==> config.mk <==
export PLATFORM = sky130hd
export DESIGN_NAME = regfile_write_arbiter
export DESIGN_NICKNAME = d
export VERILOG_FILES = /design/src/rtl/riscv_pkg.sv /design/src/rtl/regfile_scoreboard.sv /design/src/rtl/regfile_write_arbiter.sv
export SDC_FILE = /design/constraint.sdc
export NUM_CORES = 1
export LEC_CHECK = 0
export CAP_MARGIN = 25
export CORE_MARGIN = 2
export CORE_UTILIZATION = 41
export CTS_CLUSTER_DIAMETER = 60
export DETAILED_ROUTE_END_ITERATION = 6
export GPL_ROUTABILITY_DRIVEN = 0
export PLACE_DENSITY_LB_ADDON = 0.15
export SLEW_MARGIN = 0
export SYNTH_ARGS = -nofsm -noshare
export SYNTH_HDL_FRONTEND = slang
export SYNTH_SLANG_ARGS = --single-unit
==> constraint.sdc <==
create_clock -name clk -period 2.3 [get_ports clk]
set_clock_uncertainty 0.1 [all_clocks]
set_input_delay 0.46 -clock clk [delete_from_list [all_inputs] [get_ports clk]]
set_output_delay 0.46 -clock clk [all_outputs]
set_load 0.03 [all_outputs]
==> src/rtl/riscv_pkg.sv <==
// Shared definitions for the register-file write path: priority encoding and default widths.
package riscv_pkg;

    localparam int unsigned DATA_WIDTH_DEF = 32;
    localparam int unsigned ADDR_DEPTH_DEF = 32;
    localparam int unsigned ADDR_WIDTH_DEF = 5;

    // Round-robin priority: which requester wins when both are valid.
    typedef enum logic {
        PRI0 = 1'b0,
        PRI1 = 1'b1
    } pri_e;

endpackage

==> src/rtl/regfile_scoreboard.sv <==
// Per-register pending-write scoreboard: set on issue, cleared on register-file write.
module regfile_scoreboard #(
    parameter int unsigned ADDR_DEPTH = 32,
    parameter int unsigned ADDR_WIDTH = 5
) (
    input  logic                  clk,
    input  logic                  rst_n,
    input  logic                  set_valid,
    input  logic [ADDR_WIDTH-1:0] set_addr,
    input  logic                  clr_valid,
    input  logic [ADDR_WIDTH-1:0] clr_addr,
    output logic [ADDR_DEPTH-1:0] busy
);

    logic [ADDR_DEPTH-1:0] busy_d;

    // Set is applied after clear so a same-edge reissue keeps the entry busy; x0 never tracked.
    always_comb begin
        busy_d = busy;
        for (int i = 1; i < ADDR_DEPTH; i++) begin
            if (clr_valid && clr_addr == ADDR_WIDTH'(i)) busy_d[i] = 1'b0;
            if (set_valid && set_addr == ADDR_WIDTH'(i)) busy_d[i] = 1'b1;
        end
        busy_d[0] = 1'b0;
    end

    always_ff @(posedge clk or negedge rst_n) begin
        if (!rst_n) begin
            busy <= '0;
        end else begin
            busy <= busy_d;
        end
    end

endmodule

==> src/rtl/regfile_write_arbiter.sv <==
// Two-requester round-robin arbiter driving a registered register-file write port,
// with a pending-write scoreboard.
module regfile_write_arbiter
    import riscv_pkg::*;
#(
    parameter int unsigned DATA_WIDTH = DATA_WIDTH_DEF,
    parameter int unsigned ADDR_DEPTH = ADDR_DEPTH_DEF,
    parameter int unsigned ADDR_WIDTH = ADDR_WIDTH_DEF
) (
    input  logic                  clk,
    input  logic                  rst_n,
    input  logic                  req0_valid,
    input  logic [ADDR_WIDTH-1:0] req0_addr,
    input  logic [DATA_WIDTH-1:0] req0_data,
    output logic                  req0_ready,
    input  logic                  req1_valid,
    input  logic [ADDR_WIDTH-1:0] req1_addr,
    input  logic [DATA_WIDTH-1:0] req1_data,
    output logic                  req1_ready,
    input  logic                  iss_valid,
    input  logic [ADDR_WIDTH-1:0] iss_rd,
    output logic                  WE3,
    output logic [ADDR_WIDTH-1:0] A3,
    output logic [DATA_WIDTH-1:0] WD3,
    output logic [ADDR_DEPTH-1:0] busy
);

    pri_e                  pri_q;
    logic                  grant0;
    logic                  grant1;
    logic [ADDR_WIDTH-1:0] win_addr;
    logic [DATA_WIDTH-1:0] win_data;

    // Grants depend only on valids and priority, never on the write port.
    always_comb begin
        grant0   = req0_valid && (!req1_valid || pri_q == PRI0);
        grant1   = req1_valid && !grant0;
        win_addr = grant0 ? req0_addr : req1_addr;
        win_data = grant0 ? req0_data : req1_data;
    end

    assign req0_ready = grant0;
    assign req1_ready = grant1;

    // x0 requests are accepted and rotate priority, but leave the write port idle.
    always_ff @(posedge clk or negedge rst_n) begin
        if (!rst_n) begin
            pri_q <= PRI0;
            WE3   <= 1'b0;
            A3    <= '0;
            WD3   <= '0;
        end else begin
            WE3 <= 1'b0;
            if (grant0 || grant1) begin
                pri_q <= grant0 ? PRI1 : PRI0;
                if (win_addr != '0) begin
                    WE3 <= 1'b1;
                    A3  <= win_addr;
                    WD3 <= win_data;
                end
            end
        end
    end

    regfile_scoreboard #(
        .ADDR_DEPTH(ADDR_DEPTH),
        .ADDR_WIDTH(ADDR_WIDTH)
    ) u_scoreboard (
        .clk      (clk),
        .rst_n    (rst_n),
        .set_valid(iss_valid),
        .set_addr (iss_rd),
        .clr_valid(WE3),
        .clr_addr (A3),
        .busy     (busy)
    );

endmodule

==> results of run 1 <==
==> state kept, by name, summed over array words and instances, names as in the netlist <==
register / flops
WE3: 1
A3: 5
u_scoreboard.busy: 31
WD3: 32
pri_q: 1
==> final cells by class <==
cell class / instances / area [µm²] / share of cell area, %
Sequential cell: 70 / 1752 / 32.93
Timing Repair Buffer: 175 / 1727 / 32.46
Multi-Input combinational cell: 195 / 1473 / 27.69
Tap cell: 102 / 127.6 / 2.399
Clock buffer: 9 / 123.9 / 2.329
Clock inverter: 7 / 97.59 / 1.835
Inverter: 5 / 18.77 / 0.3529
==> worst min-delay path by stage <==
| stage | from | to | slack (ps) | depth (start not counted) |
|---|---|---|---|---|
| 2_1_floorplan | rst_n | A3[0] | 60 | 0 |
| 3_3_place_gp | u_scoreboard.busy[9] | u_scoreboard.busy[9] | 390 | 2 |
| 3_5_place_dp | WD3[6] | WD3[6] | 400 | 1 |
| 4_1_cts | rst_n | u_scoreboard.busy[25] | 50 | 2 |
| 5_1_grt | rst_n | u_scoreboard.busy[11] | 40 | 2 |
| 6_report | rst_n | u_scoreboard.busy[4] | 30 | 2 |
==> kinds of logic (layout without fill, tap and decap cells) <==
group	count (synthesis)	count (layout)	synth area share [%]
AOI/OAI and AO/OA	75	75	12.59
DFF	70	70	53.23
muxes	68	68	23.65
and+or+nand+nor	51	51	8.175
buffers and inverters	13	196	2.243
other	1	1	0.1140
==> power breakdown <==
part / switching [mW] / internal (mW)
Clock: 0.475 / 0.614
Sequential: 0.220 / 1.62
Combinational: 1.31 / 1.09
==> metal layers <==
| metal | wire [µm] | part of all wire, % | track usage [%] | up-vias |
|---|---|---|---|---|
| li1 | - | - | - | 1373 |
| met1 | 3524 | 39 | 26.24 | 1375 |
| met2 | 4535 | 50 | 35.61 | 143 |
| met3 | 868 | 9.6 | 7.897 | 9 |
| met4 | 96 | 1.1 | 8.092 | 0 |
| met5 | 0 | 0 | 0 | - |
==> synth_stat cells (all sizes together), types with 2 or more instances <==
master	n	share of area [%]
mux2	66	23
nand2	14	1.9
nor2b	6	1.1
nand2b	3	0.57
o22ai	4	0.95
dfrtp	70	53
buf	8	1.7
nor3b	2	0.46
nor2	6	0.68
nand3	10	1.5
mux2i	2	0.61
o21ai	64	9.8
nand4	2	0.38
inv	5	0.57
nor3	4	0.61
or2	2	0.38
==> impl_metrics.ini, run 1 <==
[finish]
final_layout_size_suffix_gt1_share_pct = 24.51
nNetsFinal = 540
final_core_utilization_pct = 68.48
layout.cell_area.non_filler_um2 = 5319
number_of_inserted_diodes = 0
nFillCells = 620
final_cell_mix = clkdlybuf4s50_1, dfrtp_1, o21ai_0, mux2_2, buf_4
syn_to_final_growth_pct = 61.63
most_common_cell_after_layout_fill_and_taps_aside = clkdlybuf4s50_1
final_cells = 563

[logic_synthesis]
synthFlopType = dfrtp_1
synth_edf_count = 0
synth_async_sr_flop_share_pct = 100.0
synth_fp_nets = 362
postSynthAreaPerCell_um2 = 11.84
post_synth_num_cell_types = 34
netlist_instances = 278
ys.warnings.count = 0
synth_seq_area_share_pct = 53.23
synth.cell_area_um2 = 3291
count_of_state_elements_after_synthesis = 70

[placement]
dpl_worst_slack_ps = -48.80
hpwl_mm = 6.871
placedInstanceArea_um2 = 5097
placed_cells = 547
io_buffer_count = 154

[worst_setup_path]
regToRegSetupSlack_ps = 580
crit_path_cell_trace = clkdlybuf4s50_1 -> inv_1 -> o21ai_2 -> inv_1 -> buf_4
critical-path-top-delay-family = buffers and inverters
crit_type = in2out
setup.worst_path.end = req1_ready
worst_r2r_path_depth = 6
critPathBufInv = 4
critical-path-max-stage-delay_ps = 550
setup_crit_end_kind = output port
start_kind = primary input
critical_path.reg2reg.endpoint = WD3[5]
worstSetupStartpoint = req0_valid
path_max_fanout = 3
worst_path_most_repeated_cell = inv_1
required_ps = 1740
critical_path.reg2reg.startpoint = pri_q
crit_path_top_delay_cell = clkdlybuf4s50_1
critical_path_depth = 5
worstPathArrival_ps = 1650

[drt]
drt-initial-drc-count = 111
detail_route.wirelength_mm = 9.024
dr.pass1.iters = 5
final_routed_drc_violation_total = 0
vias = 2900
antenna_left = 0
avgRoutedWirePerCell_um = 16.03
avgViaCountPerCell = 5.151

[cts]
worst_setup_hold_path_clk_slew_ps = 70
post_cts.repair.setup_buffers = 0
hold_buf_count_cts = 0
cts_buffers = 9
cts_root_buffer = clkbuf_8
h-tree-depth = 3
cts_max_path_buffers = 2
clock_latency_ps = 330
numClockSinks = 70
ctsResizeCount = 0
tritoncts = done

[sta]
final.min_clock_period_ps = 2213
hold_viol = 0
postLayoutSetupSlackWorst_ps = 87.05
finalSetupViolCount = 0
unrepaired_setup_endpoints_after_global_routing = no
final_worst_path_cycle_share_pct = 96.22
totalNegativeSetupSlack_ps = 0
fin_hold_ws_ps = 26.50
finalMaxSlewViolations = 0
fmax_mhz = 451.9

[global_routing]
grt_first_pass_wirelength_mm = 14.75
grt_pass1_vias = 3001
initial_antenna_violation_count = 0
grt_util_all_layers_pct = 21.72
global_route_overflow = 0
grt_start_max_net_pins = 71

[power_and_ir_drop]
power_density_nw_per_um2 = 1000
max-vdd-ir-drop_uv = 354.1
p_leak_nw = 2.111
total_power_mw = 5.319

[floorplanning]
fp-row-count = 32
die_area_um2 = 8758
die-height_um = 93.59
floorplan.initialDensity_pct = 42.36
core_area_um2 = 7767
floorplan.die.width_um = 93.59
io_count = 156

[hold_path]
min-delay-path-class = in2async

[outcome]
result_of_the_run = completed

[job]
maxCapViolCount = 0
Note: power is estimated with default switching activity, not from simulation.
==> run 2, diff against run 1 <==
Settings changed: CORE_MARGIN 2 to unset.
==> run 2 against run 1 <==
  * Sequential power about the same
  * Critical path depth increased by 1
  * Cell area increased by 0.99%
  * Flip-flop and latch count unchanged
  * Clock power increased by 11%
  * Global-route usage increased by 1.3 points
  * Critical endpoint is now req0_ready
  * Final cell count increased by 0.36%
  * Sequential share of layout area decreased by 0.32 points
  * First-iteration DRC count increased by 2.7%
  * Via count increased by 1.7%
  * Register-to-register slack about the same
  * Utilization increased by 1.0 points
==> impl_metrics.ini, run 2 (synthesis results as in run 1) <==
[worst_setup_path]
worstSetupStartpoint = req1_valid
start_kind = primary input
critical_path.reg2reg.startpoint = pri_q
required_ps = 1740
path_max_fanout = 4
crit_type = in2out
setup_crit_end_kind = output port
worstPathArrival_ps = 1560

[finish]
final_core_utilization_pct = 69.51
layout.cell_area.non_filler_um2 = 5371
final_layout_size_suffix_gt1_share_pct = 24.62
area_of_the_multi_input_gates_um2 = 1473
syn_to_final_growth_pct = 63.23
number_of_inserted_diodes = 0
largest_reg_flops = 32
final_cells = 565
nNetsFinal = 542
most_common_cell_after_layout_fill_and_taps_aside = clkdlybuf4s50_1
nFillCells = 594
layout.area.seq_um2 = 1752
largestRegisters = WD3: 32 flops, u_scoreboard.busy: 31 flops, A3: 5 flops
final_cell_mix = clkdlybuf4s50_1, dfrtp_1, o21ai_0, mux2_2, buf_4
top_register = WD3

[drt]
antenna_left = 0
vias = 2948
final_routed_drc_violation_total = 0
detail_route.wirelength_mm = 9.115
drt-initial-drc-count = 114
avgRoutedWirePerCell_um = 16.13
dr.pass1.iters = 4
avgViaCountPerCell = 5.218

[global_routing]
global_route_overflow = 0
grt_start_max_net_pins = 71
grt_util_all_layers_pct = 23.01
grt_pass1_vias = 3078
initial_antenna_violation_count = 0
grt_first_pass_wirelength_mm = 14.97

[sta]
postLayoutSetupSlackWorst_ps = 177.5
hold_viol = 0
fmax_mhz = 471.1
finalMaxSlewViolations = 0
final_worst_path_cycle_share_pct = 92.28
finalSetupViolCount = 0
unrepaired_setup_endpoints_after_global_routing = no
final.min_clock_period_ps = 2123

[cts]
tritoncts = done
clock_latency_ps = 330
cts_root_buffer = clkbuf_8
numClockSinks = 70
cts_buffers = 9
hold_buf_count_cts = 0
cts_max_path_buffers = 2
worst_setup_hold_path_clk_slew_ps = 70
post_cts.repair.setup_buffers = 0
h-tree-depth = 3

[floorplanning]
core_area_um2 = 7727
floorplan.die.width_um = 91.59
die-height_um = 91.59
floorplan.initialDensity_pct = 42.58
fp-row-count = 32
io_count = 156
die_area_um2 = 8388

[power_and_ir_drop]
power_density_nw_per_um2 = 1016
max-vdd-ir-drop_uv = 504.3
p_leak_nw = 2.140

[placement]
placedInstanceArea_um2 = 5125
placed_cells = 549
hpwl_mm = 6.944
dpl_worst_slack_ps = -77.71
io_buffer_count = 154

[job]
maxCapViolCount = 0

[hold_path]
min-delay-path-class = in2async

[outcome]
result_of_the_run = completed
==> run 2: cell types whose count changed in the layout (fill, tap and decap cells not counted), sizes merged <==
cell / delta
bufinv: +1
clkinv: -1
clkinvlp: -1
inv: -1
clkbuf: +2
buf: +2
dlygate4sd2: +1
clkdlybuf4s50: -1
==> run 2: final timing paths <==
path,end,slack (ps),cells after the start
setup / recovery,req0_ready,180,6
hold / removal,u_scoreboard.busy[11],20,2
setup reg to reg,WD3[0],590,6
hold reg to reg,u_scoreboard.busy[8],410,2
max in group asynchronous,pri_q,1750,2
min in group clk,u_scoreboard.busy[8],410,2
==> run 2: stage by stage <==
step	hold WS, ps	total power, mW	TNS, ps
floorplan	64.41	3.097	0
global placement	387.1	4.233	-1279
detailed placement	395.5	4.283	-2108
CTS	49.42	5.508	0
global route	36.69	5.737	0
finish	19.36	5.458	0
==> run 2: power breakdown <==
| group | switching [mW] | internal [mW] | total, mW |
|---|---|---|---|
| Combinational | 1.31 | 1.10 | 2.41 |
| Sequential | 0.223 | 1.62 | 1.84 |
| Clock | 0.459 | 0.753 | 1.21 |
==> run 2: timing repair <==
item | CTS | global route
resized for setup | 1 | 0
setup endpoints to repair | 1 | 0
hold endpoints to repair | 0 | 0
==> run 2: area by class of cell <==
type	instances	area share [%]
multi-input combinational	195	27.42
sequential	70	32.61
inverter	5	0.3494
clock buffer	11	2.632
tap	102	2.376
clock inverter	5	1.980
timing repair buffer	177	32.63
==> run 2: worst max-delay path: stages <==
cell             delay [ps]
clkdlybuf4s50_1         540
nand2_2                 100
nand2_4                  80
inv_2                    70
buf_4                   150
buf_4                   160
==> run 2: routing by layer <==
layer / vias up / global-route usage (%) / routed length (µm)
li1: 1367 / - / -
met1: 1452 / 25.97 / 3468
met2: 123 / 39.16 / 4800
met3: 6 / 10.05 / 762
met4: 0 / 6.878 / 83
met5: - / 0 / 0
